`src/rtl/wb_port_arbiter_if.sv`:
```
// -----------------------------------------------------------------------------
// wb_port_arbiter_if
// Bundles the writeback request handshake and the two register-file write
// ports used by wb_port_arbiter.
//
//   req_valid_i  [N_REQ]         per-requester writeback request
//   req_rd_i     [N_REQ*5]       destination register, requester k at [5k+4:5k]
//   req_value_i  [N_REQ*DATA_W]  writeback data, requester k at slice k
//   req_sid_i    [N_REQ*SID_W]   scoreboard id, requester k at slice k
//   req_ready_o  [N_REQ]         combinational accept (transfer = valid & ready)
//   inst0_wb_*   write port 0 (valid/rd/value/sid), registered
//   inst1_wb_*   write port 1 (valid/rd/value/sid), registered
//
// Modports: slave = arbiter side, master = requester / regfile side.
// -----------------------------------------------------------------------------
interface wb_port_arbiter_if #(
   parameter int N_REQ  = 4,
   parameter int DATA_W = 64,
   parameter int SID_W  = 4
);
   logic [N_REQ-1:0]        req_valid_i;
   logic [N_REQ*5-1:0]      req_rd_i;
   logic [N_REQ*DATA_W-1:0] req_value_i;
   logic [N_REQ*SID_W-1:0]  req_sid_i;
   logic [N_REQ-1:0]        req_ready_o;

   logic                    inst0_wb_valid_o;
   logic [4:0]              inst0_wb_rd_o;
   logic [DATA_W-1:0]       inst0_wb_value_o;
   logic [SID_W-1:0]        inst0_wb_sid_o;

   logic                    inst1_wb_valid_o;
   logic [4:0]              inst1_wb_rd_o;
   logic [DATA_W-1:0]       inst1_wb_value_o;
   logic [SID_W-1:0]        inst1_wb_sid_o;

   modport slave (
      input  req_valid_i, req_rd_i, req_value_i, req_sid_i,
      output req_ready_o,
      output inst0_wb_valid_o, inst0_wb_rd_o, inst0_wb_value_o, inst0_wb_sid_o,
      output inst1_wb_valid_o, inst1_wb_rd_o, inst1_wb_value_o, inst1_wb_sid_o
   );

   modport master (
      output req_valid_i, req_rd_i, req_value_i, req_sid_i,
      input  req_ready_o,
      input  inst0_wb_valid_o, inst0_wb_rd_o, inst0_wb_value_o, inst0_wb_sid_o,
      input  inst1_wb_valid_o, inst1_wb_rd_o, inst1_wb_value_o, inst1_wb_sid_o
   );
endinterface

```
`src/rtl/wb_port_arbiter.sv`:
```
// -----------------------------------------------------------------------------
// wb_port_arbiter
// Shares the two register-file write ports between N_REQ writeback
// requesters. Up to two requests are granted per cycle in round-robin order,
// never two writes to the same rd; writes to x0 are accepted without using a
// port. Granted writes appear on the registered port outputs one cycle later.
//
// Ports:
//   clk       in   clock, rising edge
//   rst       in   asynchronous, active-high reset
//   io_wb     slave modport of wb_port_arbiter_if (requests + write ports)
//   rr_ptr_o  out  current round-robin start index
// -----------------------------------------------------------------------------
module wb_port_arbiter #(
   parameter int N_REQ  = 4,
   parameter int DATA_W = 64,
   parameter int SID_W  = 4
) (
   input  logic                       clk,
   input  logic                       rst,
   wb_port_arbiter_if.slave           io_wb,
   output logic [$clog2(N_REQ)-1:0]   rr_ptr_o
);

   localparam int PTR_W = $clog2(N_REQ);

   // Index of the i-th requester visited when the scan starts at base.
   function automatic logic [PTR_W-1:0] scan_idx(input logic [PTR_W-1:0] base,
                                                 input int offset);
      int sum;
      sum = int'(base) + offset;
      if (sum >= N_REQ) sum = sum - N_REQ;
      return PTR_W'(sum);
   endfunction

   // Successor of idx, wrapping at N_REQ (which need not be a power of two).
   function automatic logic [PTR_W-1:0] wrap_inc(input logic [PTR_W-1:0] idx);
      return (int'(idx) == N_REQ - 1) ? '0 : PTR_W'(int'(idx) + 1);
   endfunction

   // Per-requester views of the packed request buses
   logic [4:0]        w_req_rd    [N_REQ];
   logic [DATA_W-1:0] w_req_value [N_REQ];
   logic [SID_W-1:0]  w_req_sid   [N_REQ];

   always_comb begin
      for (int k = 0; k < N_REQ; k++) begin
         w_req_rd[k]    = io_wb.req_rd_i[5*k +: 5];
         w_req_value[k] = io_wb.req_value_i[DATA_W*k +: DATA_W];
         w_req_sid[k]   = io_wb.req_sid_i[SID_W*k +: SID_W];
      end
   end

   logic [PTR_W-1:0]  r_rr_ptr;
   logic [N_REQ-1:0]  w_ready;
   logic              w_p0_hit;
   logic [PTR_W-1:0]  w_p0_idx;
   logic              w_p1_hit;
   logic [PTR_W-1:0]  w_p1_idx;
   logic [PTR_W-1:0]  w_idx;

   // Round-robin scan: x0 writes are simply accepted, the first real write
   // takes port 0, the next one with a different rd takes port 1.
   always_comb begin
      // NOTE: every signal gets a default before any conditional assignment,
      // otherwise a path that skips the assignment would infer a latch.
      w_ready  = '0;
      w_p0_hit = 1'b0;
      w_p0_idx = '0;
      w_p1_hit = 1'b0;
      w_p1_idx = '0;
      w_idx    = '0;
      // ready must stay low during reset, so the whole scan is gated by rst
      if (!rst) begin
         for (int i = 0; i < N_REQ; i++) begin
            w_idx = scan_idx(r_rr_ptr, i);
            if (io_wb.req_valid_i[w_idx]) begin
               if (w_req_rd[w_idx] == 5'd0) begin
                  w_ready[w_idx] = 1'b1;
               end else if (!w_p0_hit) begin
                  w_p0_hit       = 1'b1;
                  w_p0_idx       = w_idx;
                  w_ready[w_idx] = 1'b1;
               end else if (!w_p1_hit && (w_req_rd[w_idx] != w_req_rd[w_p0_idx])) begin
                  // same-rd candidates are skipped and retry next cycle
                  w_p1_hit       = 1'b1;
                  w_p1_idx       = w_idx;
                  w_ready[w_idx] = 1'b1;
               end
            end
         end
      end
   end

   assign io_wb.req_ready_o = w_ready;

   logic              r_wb0_valid;
   logic [4:0]        r_wb0_rd;
   logic [DATA_W-1:0] r_wb0_value;
   logic [SID_W-1:0]  r_wb0_sid;
   logic              r_wb1_valid;
   logic [4:0]        r_wb1_rd;
   logic [DATA_W-1:0] r_wb1_value;
   logic [SID_W-1:0]  r_wb1_sid;

   // NOTE: sequential state uses non-blocking assignments so every register
   // samples the pre-edge values regardless of statement order.
   always_ff @(posedge clk or posedge rst) begin
      if (rst) begin
         // an in-flight write is dropped along with everything else
         r_rr_ptr    <= '0;
         r_wb0_valid <= 1'b0;
         r_wb0_rd    <= '0;
         r_wb0_value <= '0;
         r_wb0_sid   <= '0;
         r_wb1_valid <= 1'b0;
         r_wb1_rd    <= '0;
         r_wb1_value <= '0;
         r_wb1_sid   <= '0;
      end else begin
         r_wb0_valid <= w_p0_hit;
         r_wb1_valid <= w_p1_hit;
         // data fields keep their last values when no write is issued
         if (w_p0_hit) begin
            r_wb0_rd    <= w_req_rd[w_p0_idx];
            r_wb0_value <= w_req_value[w_p0_idx];
            r_wb0_sid   <= w_req_sid[w_p0_idx];
         end
         if (w_p1_hit) begin
            r_wb1_rd    <= w_req_rd[w_p1_idx];
            r_wb1_value <= w_req_value[w_p1_idx];
            r_wb1_sid   <= w_req_sid[w_p1_idx];
         end
         // restart after the last real grant; x0-only cycles leave it alone
         if (w_p1_hit) begin
            r_rr_ptr <= wrap_inc(w_p1_idx);
         end else if (w_p0_hit) begin
            r_rr_ptr <= wrap_inc(w_p0_idx);
         end
      end
   end

   assign io_wb.inst0_wb_valid_o = r_wb0_valid;
   assign io_wb.inst0_wb_rd_o    = r_wb0_rd;
   assign io_wb.inst0_wb_value_o = r_wb0_value;
   assign io_wb.inst0_wb_sid_o   = r_wb0_sid;
   assign io_wb.inst1_wb_valid_o = r_wb1_valid;
   assign io_wb.inst1_wb_rd_o    = r_wb1_rd;
   assign io_wb.inst1_wb_value_o = r_wb1_value;
   assign io_wb.inst1_wb_sid_o   = r_wb1_sid;
   assign rr_ptr_o               = r_rr_ptr;

endmodule
```
`src/flat_wrapper.sv`:
```
// flat-port wrapper written by rule: the top's interface ports become plain ports
module wb_port_arbiter_flat 
#(
   parameter int N_REQ  = 4,
   parameter int DATA_W = 64,
   parameter int SID_W  = 4
)
  (clk, rst, rr_ptr_o, io_wb_req_valid_i, io_wb_req_rd_i, io_wb_req_value_i, io_wb_req_sid_i, io_wb_req_ready_o, io_wb_inst0_wb_valid_o, io_wb_inst0_wb_rd_o, io_wb_inst0_wb_value_o, io_wb_inst0_wb_sid_o, io_wb_inst1_wb_valid_o, io_wb_inst1_wb_rd_o, io_wb_inst1_wb_value_o, io_wb_inst1_wb_sid_o);
  wb_port_arbiter_if #(.N_REQ(N_REQ), .DATA_W(DATA_W), .SID_W(SID_W)) io_wb_i ();
  input  logic clk;
  input  logic rst;
  output logic [$clog2(N_REQ)-1:0] rr_ptr_o;
  input wire logic [$bits(io_wb_i.req_valid_i)-1:0] io_wb_req_valid_i;
  input wire logic [$bits(io_wb_i.req_rd_i)-1:0] io_wb_req_rd_i;
  input wire logic [$bits(io_wb_i.req_value_i)-1:0] io_wb_req_value_i;
  input wire logic [$bits(io_wb_i.req_sid_i)-1:0] io_wb_req_sid_i;
  output wire logic [$bits(io_wb_i.req_ready_o)-1:0] io_wb_req_ready_o;
  output wire logic [$bits(io_wb_i.inst0_wb_valid_o)-1:0] io_wb_inst0_wb_valid_o;
  output wire logic [$bits(io_wb_i.inst0_wb_rd_o)-1:0] io_wb_inst0_wb_rd_o;
  output wire logic [$bits(io_wb_i.inst0_wb_value_o)-1:0] io_wb_inst0_wb_value_o;
  output wire logic [$bits(io_wb_i.inst0_wb_sid_o)-1:0] io_wb_inst0_wb_sid_o;
  output wire logic [$bits(io_wb_i.inst1_wb_valid_o)-1:0] io_wb_inst1_wb_valid_o;
  output wire logic [$bits(io_wb_i.inst1_wb_rd_o)-1:0] io_wb_inst1_wb_rd_o;
  output wire logic [$bits(io_wb_i.inst1_wb_value_o)-1:0] io_wb_inst1_wb_value_o;
  output wire logic [$bits(io_wb_i.inst1_wb_sid_o)-1:0] io_wb_inst1_wb_sid_o;
  assign io_wb_i.req_valid_i = io_wb_req_valid_i;
  assign io_wb_i.req_rd_i = io_wb_req_rd_i;
  assign io_wb_i.req_value_i = io_wb_req_value_i;
  assign io_wb_i.req_sid_i = io_wb_req_sid_i;
  assign io_wb_req_ready_o = io_wb_i.req_ready_o;
  assign io_wb_inst0_wb_valid_o = io_wb_i.inst0_wb_valid_o;
  assign io_wb_inst0_wb_rd_o = io_wb_i.inst0_wb_rd_o;
  assign io_wb_inst0_wb_value_o = io_wb_i.inst0_wb_value_o;
  assign io_wb_inst0_wb_sid_o = io_wb_i.inst0_wb_sid_o;
  assign io_wb_inst1_wb_valid_o = io_wb_i.inst1_wb_valid_o;
  assign io_wb_inst1_wb_rd_o = io_wb_i.inst1_wb_rd_o;
  assign io_wb_inst1_wb_value_o = io_wb_i.inst1_wb_value_o;
  assign io_wb_inst1_wb_sid_o = io_wb_i.inst1_wb_sid_o;
  wb_port_arbiter #(.N_REQ(N_REQ), .DATA_W(DATA_W), .SID_W(SID_W)) u_core (.clk(clk), .rst(rst), .io_wb(io_wb_i), .rr_ptr_o(rr_ptr_o));
endmodule
```
`config.mk`:
```
export PLATFORM = sky130hd
export DESIGN_NAME = wb_port_arbiter_flat
export DESIGN_NICKNAME = d
export VERILOG_FILES = /design/src/rtl/wb_port_arbiter_if.sv /design/src/rtl/wb_port_arbiter.sv /design/src/flat_wrapper.sv
export SDC_FILE = /design/constraint.sdc
export NUM_CORES = 1
export LEC_CHECK = 0
export ABC_AREA = 1
export BUFFER_PORTS_ARGS = -buffer_cell sky130_fd_sc_hd__buf_2
export CORE_AREA = 2 2 184 186
export DETAILED_ROUTE_END_ITERATION = 10
export DIE_AREA = 0 0 186 188
export HOLD_SLACK_MARGIN = 0.12
export PLACE_DENSITY = 0.66
export SLEW_MARGIN = 0
export SYNTH_ARGS = -nofsm -noshare
export SYNTH_HDL_FRONTEND = slang
export SYNTH_SLANG_ARGS = --single-unit
```
`constraint.sdc`:
```
create_clock -name clk -period 9.7 [get_ports clk]
set_clock_uncertainty 0.2 [all_clocks]
set_input_delay 2.425 -clock clk [delete_from_list [all_inputs] [get_ports clk]]
set_output_delay 2.425 -clock clk [all_outputs]
set_load 0.1 [all_outputs]
```
==> results.sh <==
export IMPL_status="finished clean"
export IMPL_min_period_ns=8.45
export IMPL_setup_ws_ns=1.25
export IMPL_synth_top_area_share_pct=28.7
export IMPL_grt_use_met1_pct=39.7
export IMPL_place_hpwl_mm=37.6
export IMPL_gp_congestion=0.890
export IMPL_clock_path_buffers=2
export IMPL_area_growth_pct=23.1
export IMPL_die_area_mm2=0.0350
export IMPL_use_met3_pct=8.00
export IMPL_cts_buffers_inserted=17
export IMPL_drt_initial_drc_count=1258
export IMPL_ctsHtreeMaxLevel=4
export IMPL_initial_core_util_pct=39.5
export IMPL_slew_violations=0
export IMPL_n_fill_cell=3551
export IMPL_placed_area_mm2=0.0154
export IMPL_crit_fanout=19
export IMPL_yosysWarnings=0
export IMPL_finalNonFillerCells=3010
export IMPL_syn_area_mm2=0.0131
export IMPL_crit_slowest_cell="buf_2"
export IMPL_ff_latch_area_mm2=0.00375
export IMPL_crit_path_start_kind="primary input"
export IMPL_ys_ff_latch=150
export IMPL_grt_pass1_vias=15133
export IMPL_track_usage_pct=31.3
export IMPL_core_area_mm2=0.0331
export IMPL_final_layout_size_suffix_gt1_share_pct=21.2
export IMPL_avgRoutedWirePerCell_um=18.5
export IMPL_drc_errors=0
export IMPL_finish_instance_area_mm2=0.0161
export IMPL_clock_sinks=150
export IMPL_min_path_type="flip-flop to flip-flop"
export IMPL_drt_first_pass_iters=6
export IMPL_critPathArrivalTime_ns=5.83
export IMPL_rsz0062_at_grt="false"
export IMPL_synthTopCellsByArea="dfrtp_1 29%, nand2_1 18%, nand3_1 9.3%, inv_1 9.3%, nand4_1 7.1%"
export IMPL_grt_pass1_wl_mm=85.3
export IMPL_synth_nets=2514
export IMPL_post_cts_setup_buffers=0
export IMPL_fin_nets=2835
export IMPL_grt_busiest_layer="met2"
export IMPL_die_h_um=188
export IMPL_numPortBuffers=451
export IMPL_worst_pin_slew_ns=1.15
export IMPL_fin_crit_sh_pct=87.1
export IMPL_avgSynthCellArea_um2=5.91
export IMPL_synth_cell_types=33
export IMPL_die_w_um=186
export IMPL_netlist_instances=2212
export IMPL_cts_tree="built"
export IMPL_holdBufCountCts=0
export IMPL_grt_max_degree=169
export IMPL_antenna_found_initial=19
export IMPL_clk_pin_slew_ns=0.06
export IMPL_cts_root_buffer="clkbuf_16"
export IMPL_path_class="primary input to output pin"
export IMPL_cts_resized=0
export IMPL_ant_nets=0
export IMPL_met2_usage_pct=49.6
export IMPL_setup_viol=0
export IMPL_wirelength_mm=55.7
export IMPL_cp_slowest_stage_delay_ns=0.46
export IMPL_vias_per_cell=5.43
export IMPL_finalHoldViolations=0
export IMPL_yosysSeqAreaShare_pct=28.7
export IMPL_std_cell_rows=67
export IMPL_finalSetupTns_ns=0
export IMPL_max_freq_ghz=0.118
export IMPL_vias=16353
export IMPL_dp_cells=2962
export IMPL_clk_latency_ns=0.45
export IMPL_dp_worst_setup_slack_ns=1.32
export IMPL_overflow=0
export IMPL_cp_required_ns=7.08
export IMPL_path_cells="buf_2 > nand2_1 > nand2_1 > nor2_1 > nand3_1 > nand3_4 > inv_2 > nand2_4 > nand2_2 > inv_2 > nand2_2 > nand2_1 > nand2_1 > nand2_1 > nand2_1 > nand2_1 > nand2_1 > nand2_1 > nor2_2 > o21bai_1 > nand3_1 > a31oi_1 > buf_2"
export IMPL_yosysTopAreaCell="dfrtp_1"
export IMPL_multi_input_area_mm2=0.00737
export IMPL_relSlewSlack_pct=23.5
export IMPL_ios=452
export IMPL_cap_viol_max_count=0
export IMPL_worst_setup_path_end_kind="output pin"
export IMPL_cp_common_cell="nand2_1"
## cells in the mapped netlist, drive strengths merged
library cell  instances
nand4               149
nand2               638
o21ai               161
a31oi                77
o211ai                3
xor2                  1
nor2                101
xnor2                 3
o22ai                 5
o21bai                3
inv                 333
dfrtp               150
o31ai                 4
a21oi               152
nand3               247
clkinv                1
nor3                  1
o21a                  1
nand3b                5
ha                    4
buf                  93
clkbuf               80
## path summary, 6_finish.rpt
| check | from | endpoint | slack (ns) | cells past startpoint |
|---|---|---|---|---|
| min in group asynchronous | rst | u_core.io_wb.inst0_wb_sid_o[2]$_DFFE_PP0P_ | 2.10 | 2 |
| hold reg to reg | u_core.io_wb.inst1_wb_value_o[38]$_DFFE_PP0P_ | u_core.io_wb.inst1_wb_value_o[38]$_DFFE_PP0P_ | 0.27 | 2 |
| max in group asynchronous | rst | u_core.io_wb.inst0_wb_valid_o$_DFF_PP0_ | 5.57 | 3 |
| setup / recovery | io_wb_req_rd_i[17] | io_wb_req_ready_o[2] | 1.25 | 23 |
| hold / removal | u_core.io_wb.inst1_wb_value_o[38]$_DFFE_PP0P_ | u_core.io_wb.inst1_wb_value_o[38]$_DFFE_PP0P_ | 0.27 | 2 |
| setup reg to reg | u_core.rr_ptr_o[1]$_DFFE_PP0P_ | u_core.io_wb.inst1_wb_value_o[63]$_DFFE_PP0P_ | 2.69 | 30 |
## flip-flops by register name (all words and copies together) (netlist names)
signal	cells
u_core.io_wb.inst1_wb_sid_o	4
u_core.io_wb.inst1_wb_rd_o	5
u_core.rr_ptr_o	2
u_core.io_wb.inst0_wb_rd_o	5
u_core.io_wb.inst1_wb_value_o	64
u_core.io_wb.inst0_wb_value_o	64
u_core.io_wb.inst0_wb_sid_o	4
u_core.io_wb.inst0_wb_valid_o	1
u_core.io_wb.inst1_wb_valid_o	1
## stage by stage
| step | utilization, % | hold slack, ns |
|---|---|---|
| finish | 48.6 | 0.274 |
| global route | 48.6 | 0.287 |
| CTS | 48.5 | 0.277 |
| detailed placement | 46.6 | 0.260 |
| global placement | 46.6 | 0.258 |
| floorplan | - | 0.780 |
## metal layers
layer | vias up | wire length, µm
li1 | 7893 | -
met1 | 7553 | 22700
met2 | 779 | 25900
met3 | 122 | 5000
met4 | 6 | 2020
met5 | - | 34
## cells by family after synthesis
group | count (synthesis) | synth area share, %
and+or+nand+nor | 1141 | 38.6
adders and majority gates | 4 | 0.383
AOI/OAI and AO/OA | 406 | 16.6
buffers and inverters | 507 | 15.5
xor gates and xnor gates | 4 | 0.268
DFF | 150 | 28.7
## critical path, delay by kind of cell
kind | cells | cell delay (ns)
AND/OR/NAND/NOR | 17 | 1.94
buffers and inverters | 4 | 0.94
AO/OA/AOI/OAI | 2 | 0.48
## area by class of cell
cell class	instances	share of cell area, %
clock buffer	18	2.73
inverter	334	7.86
sequential	150	23.3
antenna	16	0.249
clock inverter	14	1.24
multi-input combinational	1555	45.7
tap	448	3.48
timing repair buffer	475	15.4
## layout by cell type, fill, tap and decap left out, types with 2 or more instances in the layout
cell,Yosys,final
nand2_1,632,630
buf_2,71,451
inv_1,323,322
nand3_1,244,243
o21ai_0,159,159
dfrtp_1,150,150
nand4_1,149,149
a21oi_1,151,149
nor2_1,98,98
a31oi_1,77,77
buf_4,6,21
clkbuf_16,0,17
diode_2,0,16
inv_2,10,10
nand2_2,5,5
nand3b_1,5,5
o22ai_1,5,5
nand3_4,2,4
o31ai_1,4,4
ha_1,4,4
clkinvlp_4,0,4
bufinv_16,0,4
o21bai_1,3,3
nand2_4,1,3
nor2_2,3,3
o211ai_1,3,3
xnor2_1,3,3
a21oi_4,0,3
inv_8,0,3
clkinv_4,0,3
buf_12,0,3
o21ai_2,2,2
clkinv_2,0,2
Power is left out: the tool's default activity adds up to more than one toggle a clock period on the data nets, which glitch-free logic cannot reach.
